===== src/rtl/sca_cmd_pkg.sv =====
// Shared definitions for the SCA command receive path and its reply sendback counterpart.
package sca_cmd_pkg;

    typedef enum logic [1:0] {
        IDLE       = 2'd0,
        COLLECT    = 2'd1,
        WAIT_READY = 2'd2
    } sca_cmd_state_t;

    localparam int unsigned SCA_FRAME_BYTES = 9;
    localparam int unsigned SCA_FRAME_W     = SCA_FRAME_BYTES * 8;

    // Byte positions within a frame; byte 0 is the first byte on the wire.
    localparam int unsigned BYTE_ADDRESS = 0;
    localparam int unsigned BYTE_TRANSID = 1;
    localparam int unsigned BYTE_CHANNEL = 2;
    localparam int unsigned BYTE_COMMAND = 3;
    localparam int unsigned BYTE_LEN     = 4;
    localparam int unsigned BYTE_DATA    = 5;

    // Frame is held MSB-first: byte 0 occupies the top byte lane.
    function automatic logic [7:0] frame_byte(input logic [SCA_FRAME_W-1:0] frame,
                                              input int unsigned idx);
        return frame[(SCA_FRAME_BYTES - 1 - idx) * 8 +: 8];
    endfunction

endpackage


===== src/rtl/sca_byte_timeout.sv =====
// Inter-byte idle counter; 'last' flags that one more idle cycle reaches the limit.
module sca_byte_timeout #(
    parameter int unsigned TIMEOUT_CYCLES = 1000000,
    parameter int unsigned CNT_W          = 20
) (
    input  logic clk,
    input  logic rst_n,
    input  logic clear,
    input  logic enable,
    output logic last
);

    logic [CNT_W-1:0] cnt_q;

    // Idle counter: clear wins over enable.
    always_ff @(posedge clk or negedge rst_n) begin
        if (!rst_n) begin
            cnt_q <= '0;
        end else if (clear) begin
            cnt_q <= '0;
        end else if (enable) begin
            cnt_q <= cnt_q + CNT_W'(1);
        end
    end

    // An idle edge taken while this is set would bring the count to TIMEOUT_CYCLES-1.
    assign last = (cnt_q == CNT_W'(TIMEOUT_CYCLES - 2));

endmodule


===== src/rtl/sca_command_receive.sv =====
// Assembles 9 UART bytes into an SCA command frame and issues it to the SCA master.
module sca_command_receive
    import sca_cmd_pkg::*;
#(
    parameter int unsigned TIMEOUT_CYCLES = 1000000,
    parameter int unsigned CNT_W          = 20
) (
    input  logic        clk,
    input  logic        rst_n,
    input  logic [7:0]  uart_rx_data,
    input  logic        uart_rx_valid,
    input  logic        sca_ready,
    output logic        tx_start,
    output logic [7:0]  tx_address,
    output logic [7:0]  tx_transID,
    output logic [7:0]  tx_channel,
    output logic [7:0]  tx_command,
    output logic [7:0]  tx_len,
    output logic [31:0] tx_data,
    output logic        cmd_busy,
    output logic        frame_error,
    output logic        rx_overrun
);

    sca_cmd_state_t         state_q, state_d;
    logic [3:0]             count_q, count_d;
    logic [SCA_FRAME_W-1:0] shift_q, shift_d;
    logic                   busy_d, start_d, error_d, overrun_d, load_tx;
    logic                   to_clear, to_enable, to_last;

    sca_byte_timeout #(
        .TIMEOUT_CYCLES(TIMEOUT_CYCLES),
        .CNT_W         (CNT_W)
    ) u_timeout (
        .clk   (clk),
        .rst_n (rst_n),
        .clear (to_clear),
        .enable(to_enable),
        .last  (to_last)
    );

    // Counter runs only on idle cycles inside COLLECT and is held at 0 everywhere else.
    assign to_clear  = uart_rx_valid || (state_q != COLLECT);
    assign to_enable = (state_q == COLLECT);

    // Next-state, shift register and output pulse decode.
    always_comb begin
        state_d   = state_q;
        count_d   = count_q;
        shift_d   = shift_q;
        busy_d    = cmd_busy;
        start_d   = 1'b0;
        error_d   = 1'b0;
        overrun_d = 1'b0;
        load_tx   = 1'b0;
        unique case (state_q)
            IDLE: begin
                if (uart_rx_valid) begin
                    shift_d = {shift_q[SCA_FRAME_W-9:0], uart_rx_data};
                    count_d = 4'd1;
                    busy_d  = 1'b1;
                    state_d = COLLECT;
                end
            end
            COLLECT: begin
                // A byte in the expiry cycle takes priority over the timeout.
                if (uart_rx_valid) begin
                    shift_d = {shift_q[SCA_FRAME_W-9:0], uart_rx_data};
                    if (count_q != 4'(SCA_FRAME_BYTES)) count_d = count_q + 4'd1;
                    if (count_q == 4'(SCA_FRAME_BYTES - 1)) state_d = WAIT_READY;
                end else if (to_last) begin
                    count_d = 4'd0;
                    error_d = 1'b1;
                    busy_d  = 1'b0;
                    state_d = IDLE;
                end
            end
            WAIT_READY: begin
                // Frame is frozen here; any incoming byte is lost.
                overrun_d = uart_rx_valid;
                if (sca_ready) begin
                    load_tx = 1'b1;
                    start_d = 1'b1;
                    busy_d  = 1'b0;
                    count_d = 4'd0;
                    state_d = IDLE;
                end
            end
            default: state_d = IDLE;
        endcase
    end

    // State, assembly register and registered outputs.
    always_ff @(posedge clk or negedge rst_n) begin
        if (!rst_n) begin
            state_q     <= IDLE;
            count_q     <= 4'd0;
            shift_q     <= '0;
            tx_start    <= 1'b0;
            cmd_busy    <= 1'b0;
            frame_error <= 1'b0;
            rx_overrun  <= 1'b0;
            tx_address  <= 8'd0;
            tx_transID  <= 8'd0;
            tx_channel  <= 8'd0;
            tx_command  <= 8'd0;
            tx_len      <= 8'd0;
            tx_data     <= 32'd0;
        end else begin
            state_q     <= state_d;
            count_q     <= count_d;
            shift_q     <= shift_d;
            tx_start    <= start_d;
            cmd_busy    <= busy_d;
            frame_error <= error_d;
            rx_overrun  <= overrun_d;
            if (load_tx) begin
                tx_address <= frame_byte(shift_q, BYTE_ADDRESS);
                tx_transID <= frame_byte(shift_q, BYTE_TRANSID);
                tx_channel <= frame_byte(shift_q, BYTE_CHANNEL);
                tx_command <= frame_byte(shift_q, BYTE_COMMAND);
                tx_len     <= frame_byte(shift_q, BYTE_LEN);
                tx_data    <= {frame_byte(shift_q, BYTE_DATA),
                               frame_byte(shift_q, BYTE_DATA + 1),
                               frame_byte(shift_q, BYTE_DATA + 2),
                               frame_byte(shift_q, BYTE_DATA + 3)};
            end
        end
    end

endmodule


===== config.mk =====
export PLATFORM = sky130hd
export DESIGN_NAME = sca_command_receive
export DESIGN_NICKNAME = d
export VERILOG_FILES = /design/src/rtl/sca_cmd_pkg.sv /design/src/rtl/sca_byte_timeout.sv /design/src/rtl/sca_command_receive.sv
export SDC_FILE = /design/constraint.sdc
export NUM_CORES = 1
export LEC_CHECK = 0
export CAP_MARGIN = 20
export CORE_MARGIN = 2
export CORE_UTILIZATION = 30
export DETAILED_ROUTE_END_ITERATION = 8
export GPL_TIMING_DRIVEN = 1
export PLACE_DENSITY_LB_ADDON = 0.1
export SYNTH_ARGS = -nofsm -noshare
export SYNTH_HDL_FRONTEND = slang
export SYNTH_HIERARCHICAL = 1
export SYNTH_SLANG_ARGS = --single-unit

===== constraint.sdc =====
create_clock -name clk -period 3.4 [get_ports clk]
set_input_delay 0.51 -clock clk [delete_from_list [all_inputs] [get_ports clk]]
set_output_delay 0.51 -clock clk [all_outputs]
set_load 0.03 [all_outputs]

Word-level counts from Yosys, hierarchy flattened
Cells that the tools add are included.
{ "classes": {"add_sub_neg": 2, "eq_ne": 13, "mux": 25, "n_reduce_logical": 9} }
{ "ops": {"columns": ["op", "count"], "rows": [
  ["2-to-1 mux 20 bit", 2],
  ["adder 20 x 1 -> 20 bit, second input constant", 1],
  ["== test 20 bit, second input constant", 1],
  ["2-to-1 mux 4 bit", 5],
  ["case mux 4 bit (3 select lines)", 1],
  ["2-to-1 mux 1 bit", 10],
  ["2-to-1 mux 2 bit", 5],
  ["AND reduction 5 bit", 2],
  ["inequality test 3 x 2 -> 1 bit, second input constant", 3],
  ["inequality test 2 bit, second input constant", 3],
  ["case mux 2 bit (3 select lines)", 1],
  ["adder 4 x 1 -> 4 bit, second input constant", 1],
  ["== test 4 bit, second input constant", 1],
  ["inequality test 2 x 1 -> 1 bit, second input constant", 2],
  ["inequality test 4 bit, second input constant", 1],
  ["AND reduction 4 bit", 1],
  ["case mux 1 bit (3 select lines)", 1],
  ["nonzero test 3 bit", 1],
  ["== test 2 x 1 -> 1 bit, second input constant", 1],
  ["== test 2 bit, second input constant", 1],
  ["logical NOT 2 bit", 1],
  ["AND reduction 2 bit", 1],
  ["nonzero test 2 bit", 1],
  ["OR reduction 2 bit", 1],
  ["logical OR 1 bit", 1]
]} }
{ "word_totals": {"register_bits": 174, "out_inout_bits": 76} }

Logic depth before layout (Yosys ltp)
Gate-level depths: netlist of the first run.
{ "logic_depth": {"word_depth": 4, "ltp_mapped": 9, "ltp_nobuf": 9} }

Hierarchy
The synthesis of the first run kept the hierarchy.
{ "modules_own_cells": {"columns": ["mod", "instances", "cells_per_inst", "area_per_inst_um2", "seq_area_each_um2"], "rows": [
  ["sca_command_receive", 1, 369, 5997.0, 3853.7],
  ["sca_byte_timeout", 1, 110, 1069.8, 500.5]
]} }

Least setup slack after synthesis of the first run
OpenSTA, ideal clock, no wires.
{ "synth_timing": {"kind": "reg2reg", "from": "reg u_timeout.cnt_q[6]", "to": "reg count_q[0]", "setup_time_ns": 0.127, "arrival_ns": 2.291, "t_required_ns": 3.273, "setup_slack_ns": 0.982, "stages_incl_launch_ff": 8, "path_buffers": 0, "synth_period_minus_slack_ns": 2.418, "cell_sequence": "dfrtp_1 -> or4b_2 -> nor4_1 -> and4b_1 -> nor3b_2 -> nor4_4 -> o31a_2 -> mux2_1"} }
{ "synth_via": {"elab_chain_cells": 3} }
{ "synth_lines": {"columns": ["element", "line", "rtl"], "rows": [
  ["from (decl)", "sca_byte_timeout.sv:13", "logic [CNT_W-1:0] cnt_q;"],
  ["from (signal assigned)", "sca_byte_timeout.sv:22", "cnt_q <= cnt_q + CNT_W'(1);"],
  ["== test 20 bit", "sca_byte_timeout.sv:27", "assign last = (cnt_q == CNT_W'(TIMEOUT_CYCLES - 2));"],
  ["named net to_last", "sca_command_receive.sv:29", "logic to_clear, to_enable, to_last;"],
  ["inequality test 3 x 2 -> 1 bit (no line)", null, null],
  ["AND reduction 5 bit (no line)", null, null],
  ["to (signal assigned)", "sca_command_receive.sv:111", "count_q <= count_d;"],
  ["to (decl)", "sca_command_receive.sv:26", "logic [3:0] count_q, count_d;"]
]} }
The timed path passes the listed nets, and every way through them passes these cells.
A chain may end at the register's enable or synchronous reset.

Final worst setup path of the first run
Same ends and word-level chain as after synthesis.

==> reports/metrics.cfg, run 1 <==
[placement]
hpwlAfterDp_um = 9310
place_ws_ns = 0.658
portBuffers = 87
gp_congestion = 0.759

[worst_setup_path]
critical_path_class = register to register
rr_worst_depth = 7
cp-end-kind = register
required_ns = 3.71
cp-start-kind = register
worst-path-max-fanout = 4
arrival_ns = 2.95
r2r_start = u_timeout/cnt_q[6]
crit_start = u_timeout/cnt_q[6]

[grt]
overflow = 0
grt_pass1_wl_um = 23500
antenna_found_initial = 0
first_global_vias = 4297
grt_max_degree = 73
grt_usage_pct = 12.2

[power_and_ir_drop]
p_per_area_mw_per_mm2 = 691
power.internal_w = 0.00448
swShare_pct = 27.5
clkPwrFrac_pct = 34.6
power.share.combinational_pct = 18.1
leakage_nw = 3.97
ir_drop_mv = 0.319
power.net_switching_w = 0.00170
p_seq_share_pct = 47.3

[timing]
setup_ws_ns = 0.759
slew_violations = 0
fin_crit_ns = 2.64
slew_headroom_pct = 45.0
rsz0062_at_grt = no
finalCritPeriodShare_pct = 77.7
setup_violations = 0
tns_ns = 0
finalHoldViolations = 0
tightestPinTransition_ns = 0.825
skew_ns = 0.00946
fmax_mhz = 379

[route]
drc = 0
drt-total-wl_um = 14200
dr.pass1.iters = 4
via_count = 4125
drtIter0Drc = 154
via_per_inst = 4.55
antenna_left = 0
wl_per_cell_um = 15.7

[outcome]
outcome = completed

[synthesis]
syn_inst = 479
synthFlopType = dfrtp_1
synth.avg_cell_area_sq_um = 14.8
seq_area_frac_synth_pct = 61.6
yosys.cell_types.count = 50
synth_edf_count = 0
async_reset_ff_share_pct = 100
syn_area_sq_mm = 0.00707
yosysWarnings = 6
synth_nets = 500
ys_ff_latch = 174

[cells_and_area]
drive_gt1_share_pct = 32.4
regArea_sq_mm = 0.00435
multi_input_comb_area_sq_mm = 0.00255
fill_cells = 2214
nets = 594
area_delta_synth_final_pct = 26.5

[floorplanning]
fp.coreArea_sq_mm = 0.0233
start_util_pct = 30.3
pin_count = 88
placementRows = 56
die_area_sq_mm = 0.0248
die_h_um = 157
chipWidth_um = 157

[clocking]
cts_max_level = 4
cts_made_buffers = 17
insertion_delay_ns = 0.42
clk_path_buf_depth = 2
cts_resized = 0
cts_tree = yes
clk_pin_slew_ns = 0.07
cts.sinks = 174
hold_buffers = 0
cts_root_buf = clkbuf_16
cts_setup_buffers = 0

[job]
drv_cap = 0

[hold_path]
hp-class = input port to async pin

## sequential cells by signal, summed over array words and instances, names as in the netlist, 2 cells and up
| signal | count |
|---|---|
| tx_data | 32 |
| state_q | 2 |
| count_q | 4 |
| tx_address | 8 |
| u_timeout/cnt_q | 20 |
| tx_channel | 8 |
| tx_transID | 8 |
| tx_command | 8 |
| shift_q | 72 |
| tx_len | 8 |
## layout make-up
cell class | count | share of cell area [%]
sequential | 174 | 48.7
multi-input combinational | 277 | 28.5
inverter | 9 | 0.378
antenna | 1 | 0.0280
clock buffer | 19 | 5.07
timing repair buffer | 94 | 10.6
tap | 319 | 4.46
clock inverter | 13 | 2.22
## logic make-up after synthesis
| kind of cell | count (synthesis) | synth area share (%) |
|---|---|---|
| fa+ha+maj | 9 | 1.59 |
| simple gates | 79 | 6.67 |
| mux | 147 | 23.4 |
| compound gates | 30 | 2.90 |
| xor+xnor | 12 | 1.49 |
| flops | 174 | 61.6 |
| buf+inv | 28 | 2.32 |
## Yosys cell counts, types with 3 or more instances
library cell / count / area, sq um
a21oi_1: 7 / 35.0
and3_1: 3 / 18.8
buf_2: 8 / 40.0
buf_4: 5 / 37.5
buf_6: 4 / 45.0
dfrtp_1: 174 / 4350
ha_1: 9 / 113
inv_1: 9 / 33.8
mux2_1: 7 / 78.8
mux2_2: 139 / 1570
nand2_1: 9 / 33.8
nand3_1: 15 / 75.1
nand4_1: 3 / 18.8
nor2_1: 16 / 60.1
nor2b_1: 3 / 18.8
nor3_1: 3 / 15.0
nor4_1: 4 / 25.0
o21ai_0: 6 / 30.0
o31ai_1: 4 / 30.0
or3_1: 4 / 25.0
or4_1: 3 / 22.5
xnor2_1: 4 / 35.0
xor2_1: 8 / 70.1
## path summary, 6_finish.rpt
check                                      to  slack (ns)
worst max-delay path               count_q[0]        0.76
worst min-delay path            tx_transID[4]       0.004
worst max register to register     count_q[0]        0.76
worst min register to register    shift_q[65]        0.49
max in group asynchronous           tx_len[5]        2.48
min in group clk                  shift_q[65]        0.49
## critical path: stages (launching register included)
cell	delay (ns)
dfrtp_1	0.44
or4b_2	0.64
nor4_1	0.28
and4b_1	0.33
nor3b_2	0.08
nor4_4	0.22
o31a_2	0.23
mux2_1	0.31
## power groups by stage
| stage | Combinational [W] | Sequential, W | Clock, W |
|---|---|---|---|
| final | 0.00112 | 0.00293 | 0.00214 |
| after CTS | 0.00114 | 0.00295 | 0.00221 |
| after floorplan | 0.000894 | 0.00285 | 0 |
| after global placement | 0.00111 | 0.00297 | 0 |
| after detailed placement | 0.00114 | 0.00299 | 0 |
| after global routing | 0.00123 | 0.00302 | 0.00230 |
## through the flow
stage	utilization (%)	total power (W)	instance area, sq um	hold slack, ns	cells
after global placement	35.5	0.00408	8290	0.468	873
after CTS	38.3	0.00630	8940	0.00568	905
final	38.3	0.00618	8940	0.00427	906
after global routing	38.3	0.00654	8940	0.0227	905
after floorplan	-	0.00374	7070	0.214	479
after detailed placement	35.5	0.00413	8290	0.468	873
## layer usage
layer	vias up	GRT usage (%)	wire length, um
met5	-	0	0
li1	1905	-	-
met3	14	2.95	444
met2	75	19.6	6840
met4	0	3.85	165
met1	2131	16.2	6780
## cells in the final DEF, fill, tap and decap left out, types with 3 or more instances in the layout
cell type,count
buf_4,5
xor2_1,8
or4_1,3
nand2_1,8
dfrtp_1,174
clkdlybuf4s50_1,86
o31ai_1,4
nand4_1,3
nor2_1,16
nor2b_1,3
mux2_2,139
ha_1,9
nand3_1,15
xnor2_1,4
mux2_1,7
inv_6,5
or3_1,4
inv_1,9
nor3_1,3
a21oi_1,7
o21ai_0,6
clkbuf_16,17
bufinv_16,4
and3_1,3
nor4_1,4
Note: power is estimated with default switching activity, not from simulation.
==> run 2: changes to the inputs <==
- clock period: 3.4 -> 2.6 ns (I/O delays scaled with it)
==> reports/metrics.cfg, run 2 (synthesis results as in run 1) <==
[worst_setup_path]
crit_chain = or4b_4 > nor4_2 > and4b_2 > nor3b_2 > nor4_4 > o31a_2 > mux2_1
critical_path_class = register to register
cp_slowest_cell = or4b_4
required_ns = 2.90  ; -0.81 ns
worst-path-max-fanout = 4  ; unchanged
r2r_setup_slack_ns = 0.19  ; -0.57 ns
crit_buf_inv = 0  ; unchanged
path_delay_family = simple AND/OR/NAND/NOR gates
cp-start-kind = register
cpPeakStageDelay_ns = 0.54  ; -0.10 ns
cp-end-kind = register
arrival_ns = 2.71  ; -0.24 ns

[route]
wl_per_cell_um = 15.5  ; -1.2%
via_count = 4177  ; +1.3%
dr.pass1.iters = 4  ; unchanged
antenna_left = 0  ; unchanged
drt-total-wl_um = 14200  ; about the same
drc = 0  ; unchanged
via_per_inst = 4.56  ; +0.16%
drtIter0Drc = 132  ; -14%

[floorplanning]
placementRows = 56  ; unchanged
fp.coreArea_sq_mm = 0.0233  ; unchanged
chipWidth_um = 157  ; unchanged
die_h_um = 157  ; unchanged
pin_count = 88  ; unchanged
die_area_sq_mm = 0.0248  ; unchanged
start_util_pct = 30.3  ; unchanged

[timing]
skew_ns = 0.00685  ; -0.00261 ns
finalCritPeriodShare_pct = 92.7  ; +15 points
rsz0062_at_grt = no
slew_headroom_pct = 64.0  ; +19 points
tightestPinTransition_ns = 0.540  ; -0.285 ns
setup_violations = 0  ; unchanged
fmax_mhz = 415  ; +9.6%
slew_violations = 0  ; unchanged
fin_crit_ns = 2.41  ; -0.231 ns
setup_ws_ns = 0.190  ; -0.569 ns
tns_ns = 0  ; unchanged
finalHoldViolations = 0  ; unchanged

[clocking]
cts_tree = yes
clk_pin_slew_ns = 0.06  ; about the same
cts.sinks = 174  ; unchanged
insertion_delay_ns = 0.42  ; about the same
cts_made_buffers = 17  ; unchanged
clk_path_buf_depth = 2  ; unchanged
cts_max_level = 4  ; unchanged
cts_root_buf = clkbuf_16

[placement]
gp_congestion = 0.778  ; +2.5%
place_inst = 881  ; +0.92%
hpwlAfterDp_um = 9450  ; +1.5%
place_area_sq_mm = 0.00839  ; +1.2%
place_ws_ns = 0.0197  ; -0.639 ns
portBuffers = 87  ; unchanged

[hold_path]
hp-class = register to register

[grt]
grt_usage_pct = 12.4  ; +0.22 points
grt_max_degree = 58  ; -21%
first_global_vias = 4322  ; +0.58%
antenna_found_initial = 0  ; unchanged
grt_pass1_wl_um = 23700  ; +1.0%
overflow = 0  ; unchanged

[cells_and_area]
fin_util_pct = 38.6  ; +0.30 points
diodes = 0  ; -1
stdcell_count = 916  ; +1.1%
nets = 605  ; +1.9%
largestRegisters = shift_q x72, tx_data x32, u_timeout/cnt_q x20
regMostFlops = shift_q
fin_area_sq_mm = 0.00901  ; +0.78%
final_cell_mix = dfrtp_1 (174), mux2_2 (139), clkdlybuf4s50_1 (86)
drive_gt1_share_pct = 33.3  ; +0.91 points
multi_input_comb_area_sq_mm = 0.00256  ; +0.44%
final_common_cell = dfrtp_1
area_delta_synth_final_pct = 27.5
largest_reg_flops = 72  ; unchanged
fill_cells = 2232  ; +0.81%
regArea_sq_mm = 0.00435  ; unchanged

[power_and_ir_drop]
leakage_nw = 4.01  ; +1.2%
ir_drop_mv = 0.342  ; +7.2%
p_per_area_mw_per_mm2 = 876  ; +27%

[outcome]
outcome = completed

[job]
drv_cap = 0  ; unchanged

## run 2: final timing paths
check                      depth (start not counted)           startpoint                   to
max                                                7  u_timeout/cnt_q[15]           count_q[0]
min                                                1          shift_q[64]          shift_q[64]
max reg2reg                                        7  u_timeout/cnt_q[15]           count_q[0]
min reg2reg                                        1          shift_q[64]          shift_q[64]
max in group asynchronous                          3                rst_n  u_timeout/cnt_q[16]
min in group asynchronous                          2                rst_n        tx_transID[4]
## run 2: cell type report
cell class,instances,share of cell area [%]
flip-flops and latches,174,48.3
multi-input cells,277,28.4
repair buffers,105,11.9
clock buffers,21,5.00
well taps,319,4.43
clock inverters,11,1.55
inverters,9,0.375
## run 2: metrics by stage
step	power (W)	hold WS, ns
after floorplan	0.00489	0.0944
after global placement	0.00536	0.404
after detailed placement	0.00541	0.402
after CTS	0.00803	0.492
after global routing	0.00841	0.507
final	0.00790	0.485
## run 2: worst reg2reg max path, stage by stage (launching register included)
cell	delay [ns]
dfrtp_1	0.41
or4b_4	0.54
nor4_2	0.15
and4b_2	0.29
nor3b_2	0.07
nor4_4	0.31
o31a_2	0.22
mux2_1	0.32
## run 2: routing by layer
layer	GRT usage (%)	wire (um)
met1	16.8	6670
met5	0	0
met3	3.33	614
met4	4.03	153
met2	19.4	6780
## run 2: where the power goes
part	internal [W]	switching (W)	total, W
clock network	0.00153	0.00102	0.00256
registers	0.00335	0.000475	0.00382
logic	0.000876	0.000639	0.00152
total	0.00576	0.00214	0.00790
## run 2: timing repair
action	CTS	global route
setup buffers	0	2
hold buffers	1	0
setup endpoints to repair	0	2
resized for setup	0	3
hold endpoints to repair	52	0
